[config.mk]
export PLATFORM = sky130hd
export DESIGN_NAME = pdp8lbrkarb
export DESIGN_NICKNAME = d
export VERILOG_FILES = /design/src/rtl/pdp8lbrkarb.sv
export SDC_FILE = /design/constraint.sdc
export NUM_CORES = 1
export LEC_CHECK = 0
export CELL_PAD_IN_SITES_DETAIL_PLACEMENT = 2
export CELL_PAD_IN_SITES_GLOBAL_PLACEMENT = 2
export CORE_UTILIZATION = 23
export DETAILED_ROUTE_END_ITERATION = 10
export PLACE_DENSITY = 0.81
export SYNTH_ARGS = -nofsm -noshare
export SYNTH_HDL_FRONTEND = slang
export SYNTH_SLANG_ARGS = --single-unit
[constraint.sdc]
create_clock -name CLOCK -period 3.25 [get_ports CLOCK]
set_clock_uncertainty 0.05 [all_clocks]
set_input_delay 0.325 -clock CLOCK [delete_from_list [all_inputs] [get_ports CLOCK]]
set_output_delay 0.325 -clock CLOCK [all_outputs]
set_load 0.01 [all_outputs]
[src/rtl/pdp8lbrkarb.sv]
// -----------------------------------------------------------------------------
// pdp8lbrkarb -- round-robin arbiter and sequencer for the PDP-8/L data-break
// (DMA) port.
//
// Up to NREQ device interfaces each post a single 12-bit word transfer at a
// 15-bit extended address. One requester is granted at a time. Its address,
// write data and direction are latched. The break request is held toward the
// processor until brkdone, and then a one-cycle ack is returned together with
// the memory word. A watchdog aborts a transfer that the processor never
// finishes. Every abort is flagged with ackerr and counted in errcount.
//
// Ports
//   CLOCK, RESET_N      clock, synchronous active-low reset
//   CSTEP               clock enable for every non-reset state update
//   reqmask, req        per-requester enable and request (held until ack)
//   reqaddr, reqwdata   packed per-requester address (15b) and write data (12b)
//   reqwrite            per-requester direction, 1 = write memory
//   ack, ackerr, rdata  completion pulse, abort flag, returned memory word
//   BRK_RQST/ADDR/DATA/WRITE  break-cycle request bus toward the processor
//   brkgrant, brkdone, memdata  processor break-cycle handshake and data
//   errcount            saturating count of watchdog aborts
//   busy                high whenever a transfer is in progress
// -----------------------------------------------------------------------------
module pdp8lbrkarb #(
    parameter int NREQ     = 3,
    parameter int TMOWIDTH = 10
) (
    input  logic                 CLOCK,
    input  logic                 RESET_N,
    input  logic                 CSTEP,
    input  logic [NREQ-1:0]      reqmask,
    input  logic [NREQ-1:0]      req,
    input  logic [15*NREQ-1:0]   reqaddr,
    input  logic [12*NREQ-1:0]   reqwdata,
    input  logic [NREQ-1:0]      reqwrite,
    output logic [NREQ-1:0]      ack,
    output logic                 ackerr,
    output logic [11:0]          rdata,
    output logic                 BRK_RQST,
    output logic [14:0]          BRK_ADDR,
    output logic [11:0]          BRK_DATA,
    output logic                 BRK_WRITE,
    input  logic                 brkgrant,
    input  logic                 brkdone,
    input  logic [11:0]          memdata,
    output logic [7:0]           errcount,
    output logic                 busy
);

    localparam int PW = (NREQ > 1) ? $clog2(NREQ) : 1;

    typedef enum logic [1:0] {
        S_IDLE  = 2'd0,
        S_RQST  = 2'd1,
        S_CYCLE = 2'd2,
        S_ACK   = 2'd3
    } state_t;

    state_t                state_q,    state_d;
    logic [PW-1:0]         rrptr_q,    rrptr_d;
    logic [PW-1:0]         winner_q,   winner_d;
    logic [14:0]           addr_q,     addr_d;
    logic [11:0]           wdata_q,    wdata_d;
    logic                  write_q,    write_d;
    logic [TMOWIDTH-1:0]   wd_q,       wd_d;
    logic                  ackerr_q,   ackerr_d;
    logic [11:0]           rdata_q,    rdata_d;
    logic [7:0]            errcount_q, errcount_d;

    // Unpack the flat per-requester buses so they can be indexed by winner.
    logic [14:0] addr_arr  [NREQ];
    logic [11:0] wdata_arr [NREQ];

    generate
        for (genvar gi = 0; gi < NREQ; gi++) begin : g_unpack
            assign addr_arr[gi]  = reqaddr[15*gi +: 15];
            assign wdata_arr[gi] = reqwdata[12*gi +: 12];
        end
    endgenerate

    // ------------------------------------------------------------------
    // Round-robin pick: first eligible index at or above rrptr, wrapping.
    // ------------------------------------------------------------------
    logic [NREQ-1:0] eligible;
    logic            found;
    logic [PW-1:0]   pick;
    logic [PW-1:0]   cand;

    assign eligible = req & reqmask;

    always_comb begin
        found = 1'b0;
        pick  = '0;
        cand  = '0;
        for (int off = 0; off < NREQ; off++) begin
            cand = PW'((int'(rrptr_q) + off) % NREQ);
            if (!found && eligible[cand]) begin
                found = 1'b1;
                pick  = cand;
            end
        end
    end

    // Watchdog expires on the step whose increment would reach all-ones,
    // so the abort lands 2^TMOWIDTH-1 steps after entering RQST.
    logic [TMOWIDTH-1:0] wd_inc;
    logic                wd_expire;

    assign wd_inc    = wd_q + 1'b1;
    assign wd_expire = &wd_inc;

    // ------------------------------------------------------------------
    // State register
    // ------------------------------------------------------------------
    always_ff @(posedge CLOCK) begin
        if (!RESET_N) begin
            state_q    <= S_IDLE;
            rrptr_q    <= '0;
            winner_q   <= '0;
            addr_q     <= '0;
            wdata_q    <= '0;
            write_q    <= 1'b0;
            wd_q       <= '0;
            ackerr_q   <= 1'b0;
            rdata_q    <= '0;
            errcount_q <= '0;
        end else begin
            state_q    <= state_d;
            rrptr_q    <= rrptr_d;
            winner_q   <= winner_d;
            addr_q     <= addr_d;
            wdata_q    <= wdata_d;
            write_q    <= write_d;
            wd_q       <= wd_d;
            ackerr_q   <= ackerr_d;
            rdata_q    <= rdata_d;
            errcount_q <= errcount_d;
        end
    end

    // ------------------------------------------------------------------
    // Next-state logic; everything holds while CSTEP is low.
    // ------------------------------------------------------------------
    always_comb begin
        state_d    = state_q;
        rrptr_d    = rrptr_q;
        winner_d   = winner_q;
        addr_d     = addr_q;
        wdata_d    = wdata_q;
        write_d    = write_q;
        wd_d       = wd_q;
        ackerr_d   = ackerr_q;
        rdata_d    = rdata_q;
        errcount_d = errcount_q;

        if (CSTEP) begin
            case (state_q)
                S_IDLE: begin
                    if (found) begin
                        winner_d = pick;
                        addr_d   = addr_arr[pick];
                        write_d  = reqwrite[pick];
                        wdata_d  = reqwrite[pick] ? wdata_arr[pick] : 12'd0;
                        rrptr_d  = PW'((int'(pick) + 1) % NREQ);
                        wd_d     = '0;
                        state_d  = S_RQST;
                    end
                end
                S_RQST: begin
                    wd_d = wd_inc;
                    if (brkgrant) begin
                        state_d = S_CYCLE;
                    end else if (wd_expire) begin
                        ackerr_d   = 1'b1;
                        errcount_d = (errcount_q == 8'hFF) ? errcount_q
                                                           : errcount_q + 8'd1;
                        state_d    = S_ACK;
                    end
                end
                S_CYCLE: begin
                    wd_d = wd_inc;
                    // A completing break cycle beats a simultaneous expiry.
                    if (brkdone) begin
                        rdata_d  = memdata;
                        ackerr_d = 1'b0;
                        state_d  = S_ACK;
                    end else if (wd_expire) begin
                        ackerr_d   = 1'b1;
                        errcount_d = (errcount_q == 8'hFF) ? errcount_q
                                                           : errcount_q + 8'd1;
                        state_d    = S_ACK;
                    end
                end
                S_ACK: begin
                    state_d = S_IDLE;
                end
                default: begin
                    state_d = S_IDLE;
                end
            endcase
        end
    end

    // ------------------------------------------------------------------
    // Outputs, decoded from the registered state.
    // ------------------------------------------------------------------
    logic on_bus;

    always_comb begin
        on_bus    = (state_q == S_RQST) || (state_q == S_CYCLE);
        BRK_RQST  = on_bus;
        BRK_ADDR  = on_bus ? addr_q  : 15'd0;
        BRK_DATA  = on_bus ? wdata_q : 12'd0;
        BRK_WRITE = on_bus & write_q;
        ack       = '0;
        if (state_q == S_ACK) begin
            ack[winner_q] = 1'b1;
        end
        ackerr    = (state_q == S_ACK) & ackerr_q;
        rdata     = rdata_q;
        errcount  = errcount_q;
        busy      = (state_q != S_IDLE);
    end

endmodule

==> impl_metrics.env, run 1 <==
export IMPL_hold_slack_ns=0.372
export IMPL_yosysUniqueCellTypes=48
export IMPL_numCtsBuffers=9
export IMPL_synth_adder_area_share=0.0389
export IMPL_regToRegStartpoint="rrptr_q[0]"
export IMPL_area_growth_syn_to_layout_pct=55.2
export IMPL_fin_util=0.370
export IMPL_cpPeakStageDelay_ns=0.54
export IMPL_layout_common_cells="159 x clkdlybuf4s50_1, 91 x nand2_1, 65 x dfxtp_1"
export IMPL_cts_buffer_depth=2
export IMPL_drc=0
export IMPL_required_ns=3.45
export IMPL_crit_type="reg -> reg"
export IMPL_crit_start="rrptr_q[0]"
export IMPL_path_max_fanout=28
export IMPL_ir_drop_mv=0.287
export IMPL_grt_first_pass_wirelength_mm=23.4
export IMPL_cts_tree="yes"
export IMPL_setup_worst_path_start_class="register"
export IMPL_worstPathArrival_ns=3.12
export IMPL_synth_edf_count=0
export IMPL_p_per_area_nw_per_um2=421
export IMPL_clockRootBuffer="clkbuf_16"
export IMPL_grt_antenna_before_repair=0
export IMPL_num_vias=4226
export IMPL_syn_cell_area_um2=3830
export IMPL_hold_class="in -> reg"
export IMPL_status="completed"
export IMPL_final_hold_viol_count=0
export IMPL_hp_start="RESET_N"
export IMPL_viasPerCell=4.87
export IMPL_cpMaxStageDelayCell="a311o_2"
export IMPL_crit_top_cell="nand2_1"
export IMPL_syn_inst=504
export IMPL_layout_commonest_cell="clkdlybuf4s50_1"
export IMPL_wirelength_mm=14.6
export IMPL_wl_per_cell_um=16.8
export IMPL_seq_area_frac_synth=0.340
export IMPL_grtUsageTotal=0.178
export IMPL_grt_start_max_net_pins=38
export IMPL_insertion_delay_ns=0.33
export IMPL_overflow=0
export IMPL_drt_iter0_markers=144
export IMPL_finalCritPeriodShare=0.901
export IMPL_crit_buf_inv=2
export IMPL_first_global_vias=4699
export IMPL_first_pass_iters=4
export IMPL_synthArstFlopShare=0
export IMPL_yosys_area_share_xor_xnor=0.0229
export IMPL_chipHeight_um=131
export IMPL_ant_nets=0
export IMPL_setup_viol=0
export IMPL_max_cap_violations=0
export IMPL_nets=765
export IMPL_endpoint_kind="register"
export IMPL_place_congestion=0.754
export IMPL_io_pins=161
export IMPL_synth_compound_area_frac=0.237
export IMPL_syn_avg_cell_area_um2=7.60
export IMPL_path_clk_slew_ns=0.05
export IMPL_fmax_ghz=0.342
export IMPL_core_area_um2=16100
export IMPL_fin_setup_tns_ns=0
export IMPL_timing_final_crit_period_ns=2.93
export IMPL_yosysWarnings=0
export IMPL_synth_fp_nets=622
export IMPL_slew_viol_final=0
export IMPL_final_cell_area_um2=5940
export IMPL_drive_gt1_frac=0.0690
export IMPL_rows=46
export IMPL_synthFlopType="dfxtp_1"
export IMPL_initial_core_util=0.239
export IMPL_p_leak_nw=2.24
export IMPL_crit_family="compound AO/OA/AOI/OAI gates"
export IMPL_ys_ff_latch=65
export IMPL_synthMuxAreaShare=0.00784
export IMPL_antenna_cells=0
export IMPL_dpl_hpwl_mm=11.0
export IMPL_io_buffers=160
export IMPL_slew_headroom=0.422
export IMPL_fill_cells=1791
export IMPL_placed_area_um2=5620
export IMPL_synth_top_family_by_area="simple AND/OR/NAND/NOR gates"
export IMPL_h_tree_depth=3
export IMPL_dieArea_um2=17200
export IMPL_die_w_um=131
export IMPL_cts_sinks=65
export IMPL_synthSimpleGateAreaFrac=0.302
export IMPL_worstMarginPinSlew_ns=0.864
export IMPL_rsz0062_at_grt="false"
export IMPL_crit_path_cell_trace="inv_1, ha_1, a21boi_1, o31a_2, nand2_1, buf_4, nand2_1, a311o_2, o31ai_1"
## timing repair
| action | 4_1_cts | 5_1_grt |
|---|---|---|
| setup buffers | 0 | 0 |
| endpoints found under the setup margin | 6 | 2 |
| gates resized for setup | 1 | 1 |
| hold buffers | 0 | 0 |
## where the power goes
group | switching [mW] | internal (mW) | total (mW)
Combinational | 0.309 | 0.268 | 0.578
Clock | 0.371 | 0.691 | 1.06
Sequential | 0.0253 | 0.838 | 0.863
## worst register-to-register path, cell delays in order (launching register included)
cell      delay [ns]
dfxtp_1         0.35
inv_1           0.05
ha_1            0.38
a21boi_1        0.19
o31a_2          0.41
nand2_1         0.16
buf_4           0.32
nand2_1         0.10
a311o_2         0.54
o31ai_1         0.29
## registers in the layout (all words and copies together), names as in the netlist
signal    count
write_q       1
addr_q       15
wdata_q      12
errcount      8
ackerr_q      1
wd_q         10
winner_q      2
rdata        12
rrptr_q       2
state_q       2
## area by class of cell
cell class / count / area [µm²] / share of cell area
tap: 216 / 270 / 0.0455
clock buffer: 11 / 243 / 0.0408
timing repair buffer: 171 / 1680 / 0.282
clock inverter: 5 / 78.8 / 0.0133
multi-input combinational: 390 / 2330 / 0.393
inverter: 10 / 37.5 / 0.00631
sequential: 65 / 1300 / 0.219
## synth_stat cells, types with 2 or more instances
| master | number | area share |
|---|---|---|
| nand2_1 | 91 | 0.089 |
| dfxtp_1 | 65 | 0.34 |
| nand3_1 | 47 | 0.061 |
| o21ai_0 | 37 | 0.048 |
| and2_1 | 32 | 0.052 |
| clkbuf_1 | 29 | 0.028 |
| and3_1 | 26 | 0.042 |
| o211ai_1 | 23 | 0.045 |
| nor2_1 | 19 | 0.019 |
| a21boi_0 | 18 | 0.035 |
| a21oi_1 | 16 | 0.021 |
| ha_1 | 11 | 0.036 |
| inv_1 | 9 | 0.0088 |
| o31ai_2 | 9 | 0.029 |
| xor2_1 | 8 | 0.018 |
| buf_2 | 5 | 0.0065 |
| buf_1 | 4 | 0.0039 |
| nand2b_1 | 4 | 0.0065 |
| nor3_1 | 4 | 0.0052 |
| o2111ai_1 | 4 | 0.0091 |
| o31ai_1 | 4 | 0.0078 |
| mux2i_1 | 3 | 0.0078 |
| o21a_1 | 3 | 0.0059 |
| a21boi_1 | 2 | 0.0039 |
| a22o_1 | 2 | 0.0046 |
| and3b_1 | 2 | 0.0046 |
| nand4_1 | 2 | 0.0033 |
| nand4bb_1 | 2 | 0.0059 |
| nor2b_1 | 2 | 0.0033 |
| or3_1 | 2 | 0.0033 |
| xnor2_1 | 2 | 0.0046 |
## cells by family (layout without fill, tap and decap cells)
family,after synthesis,count (layout)
adder cells (fa/ha/maj),12,12
multiplexers,3,3
buffers and inverters,49,197
flip-flops,65,65
XOR/XNOR,10,10
AND/OR/NAND/NOR,236,236
AO/OA/AOI/OAI,129,129
## path summary, 6_finish.rpt
path,end,slack [ns],cells after the start
hold reg to reg,wdata_q[10],0.42,2
setup reg to reg,wdata_q[9],0.32,9
setup / recovery,wdata_q[9],0.32,9
hold / removal,state_q[1],0.37,3
## through the flow
stage	instances	power [mW]	setup slack (ns)
finish	868	2.50	0.322
global route	868	2.64	0.0876
CTS	868	2.55	0.188
detailed placement	852	1.47	0.00388
global placement	852	1.44	0.247
floorplan	504	1.18	0.921
## routing by layer
metal | vias to the layer above | share of wire | track usage
met5 | - | 0 | 0
met4 | 0 | 0.014 | 0.0629
met3 | 16 | 0.052 | 0.0468
met2 | 114 | 0.50 | 0.318
met1 | 2040 | 0.44 | 0.204
li1 | 2056 | - | -
Power figures use the tool's default switching activity.
==> run 2: changes to the inputs <==
--- a/config.mk
+++ b/config.mk
@@ -11,4 +11,5 @@
 export DETAILED_ROUTE_END_ITERATION = 10
 export PLACE_DENSITY = 0.81
+export REMOVE_ABC_BUFFERS = 1
 export SYNTH_ARGS = -nofsm -noshare
 export SYNTH_HDL_FRONTEND = slang
==> constraint.sdc (replaced) <==
create_clock -name CLOCK -period 3.25 [get_ports CLOCK]
set_clock_uncertainty 0.05 [all_clocks]
set_input_delay 0.65 -clock CLOCK [delete_from_list [all_inputs] [get_ports CLOCK]]
set_output_delay 0.65 -clock CLOCK [all_outputs]
set_load 0.01 [all_outputs]
==> run 2 against run 1 <==
Compared with the run above: critical path depth shrank 4; sequential share of layout area shrank 0.078 points; highest routed layer unchanged; combinational power increased by 2%; total power shrank 3.4%; routed wire length fell by 0.56%; flip-flop and latch count unchanged; via count is 1.2% lower.
==> impl_metrics.env, run 2 (synthesis gave the netlist of run 1 again) <==
export IMPL_dieArea_um2=17200
export IMPL_p_int_mw=1.73
export IMPL_cpPeakStageDelay_ns=0.55
export IMPL_core_area_um2=16100
export IMPL_fin_setup_tns_ns=0
export IMPL_cts_tree="yes"
export IMPL_p_sw_frac=0.283
export IMPL_path_max_fanout=23
export IMPL_num_vias=4175
export IMPL_nets=769
export IMPL_h_tree_depth=3
export IMPL_slew_viol_final=0
export IMPL_drt_iter0_markers=119
export IMPL_numCtsBuffers=9
export IMPL_grt_first_pass_wirelength_mm=23.0
export IMPL_crit_path_cell_trace="inv_1, ha_1, buf_4, and2_1, clkdlybuf4s50_1"
export IMPL_place_congestion=0.730
export IMPL_p_comb_frac=0.245
export IMPL_drc=0
export IMPL_ctsHoldBuffers=0
export IMPL_rsz0062_at_grt="false"
export IMPL_gr_max_usage_layer="met2"
export IMPL_grtUsageTotal=0.174
export IMPL_grt_start_max_net_pins=52
export IMPL_area_growth_syn_to_layout_pct=55.8
export IMPL_dpl_hpwl_mm=10.9
export IMPL_antenna_cells=0
export IMPL_use_met2=0.327
export IMPL_clockRootBuffer="clkbuf_16"
export IMPL_setup_viol=0
export IMPL_viasPerCell=4.79
export IMPL_overflow=0
export IMPL_clock_power_share=0.398
export IMPL_worstPathArrival_ns=2.21
export IMPL_largest_register="addr_q"
export IMPL_p_leak_nw=2.25
export IMPL_use_met1=0.188
export IMPL_initial_core_util=0.239
export IMPL_setup_worst_path_start_class="register"
export IMPL_fin_util=0.372
export IMPL_hold_slack_ns=0.413
export IMPL_drive_gt1_frac=0.0686
export IMPL_max_cap_violations=0
export IMPL_timing_final_crit_period_ns=2.91
export IMPL_multiInputGateArea_um2=2330
export IMPL_ff_latch_area_um2=1300
export IMPL_first_global_vias=4570
export IMPL_wirelength_mm=14.5
export IMPL_first_pass_iters=4
export IMPL_switchingPower_uw=684
export IMPL_fmax_ghz=0.343
export IMPL_crit_type="reg -> out"
export IMPL_largest_register_ffs=15
export IMPL_p_per_area_nw_per_um2=405
export IMPL_cts_resized=0
export IMPL_insertion_delay_ns=0.33
export IMPL_required_ns=2.55
export IMPL_worstMarginPinSlew_ns=0.864
export IMPL_p_seq_frac=0.357
export IMPL_wl_per_cell_um=16.7
export IMPL_grt_antenna_before_repair=0
export IMPL_status="completed"
export IMPL_ir_drop_mv=0.239
export IMPL_layout_commonest_cell="clkdlybuf4s50_1"
export IMPL_cpMaxStageDelayCell="clkdlybuf4s50_1"
export IMPL_postCtsSetupBuffers=0
export IMPL_crit_buf_inv=3
export IMPL_use_met3=0.0533
export IMPL_crit_family="buffers and inverters"
export IMPL_path_clk_slew_ns=0.05
export IMPL_chipHeight_um=131
export IMPL_slew_headroom=0.422
export IMPL_die_w_um=131
export IMPL_cts_sinks=65
export IMPL_rows=46
export IMPL_io_buffers=160
export IMPL_fill_cells=1801
export IMPL_io_pins=161
export IMPL_endpoint_kind="primary output"
export IMPL_layout_common_cells="159 x clkdlybuf4s50_1, 91 x nand2_1, 65 x dfxtp_1"
export IMPL_final_hold_viol_count=0
export IMPL_finalCritPeriodShare=0.896
export IMPL_cts_buffer_depth=2
export IMPL_ant_nets=0
export IMPL_hold_class="reg -> reg"
## run 2: final timing paths
kind,startpoint,end,slack (ns),cells after the start
min reg2reg,write_q,write_q,0.41,2
min,write_q,write_q,0.41,2
max reg2reg,rrptr_q[0],write_q,0.46,8
max,state_q[0],BRK_DATA[9],0.34,5
## run 2: tightest hold or removal path: cells and delay by family (launching register included)
family          cells  cell delay [ns]
simple gates        1             0.04
flops               1             0.30
compound gates      1             0.07
## run 2: layout make-up
cell class	count	area share
clock inverter	3	0.00671
timing repair buffer	175	0.291
inverter	10	0.00629
multi-input combinational	390	0.391
sequential	65	0.218
tap	216	0.0453
clock buffer	13	0.0419
## run 2: stage by stage
stage | instance area [µm²] | setup WS (ns) | cells | power (mW)
finish | 5970 | 0.338 | 872 | 2.42
global placement | 5680 | 0.207 | 856 | 1.45
global route | 5970 | 0.219 | 872 | 2.54
floorplan | 3670 | 0.0889 | 465 | 1.14
detailed placement | 5680 | 0.112 | 856 | 1.48
CTS | 5970 | 0.317 | 872 | 2.46
## run 2: power groups by stage
stage          clock, mW  sequential (mW)  combinational (mW)
6_report           0.962            0.863               0.592
4_1_cts            0.991            0.863               0.605
3_5_place_dp           0            0.880               0.602
3_3_place_gp           0            0.877               0.577
2_1_floorplan          0            0.872               0.267
5_1_grt             1.02            0.868               0.655
## run 2: per-layer routing
| metal | vias to the layer above | wire length, µm |
|---|---|---|
| met2 | 100 | 7650 |
| met4 | 0 | 125 |
| met3 | 11 | 796 |
| met1 | 2007 | 5950 |
| met5 | - | 0 |
| li1 | 2057 | - |
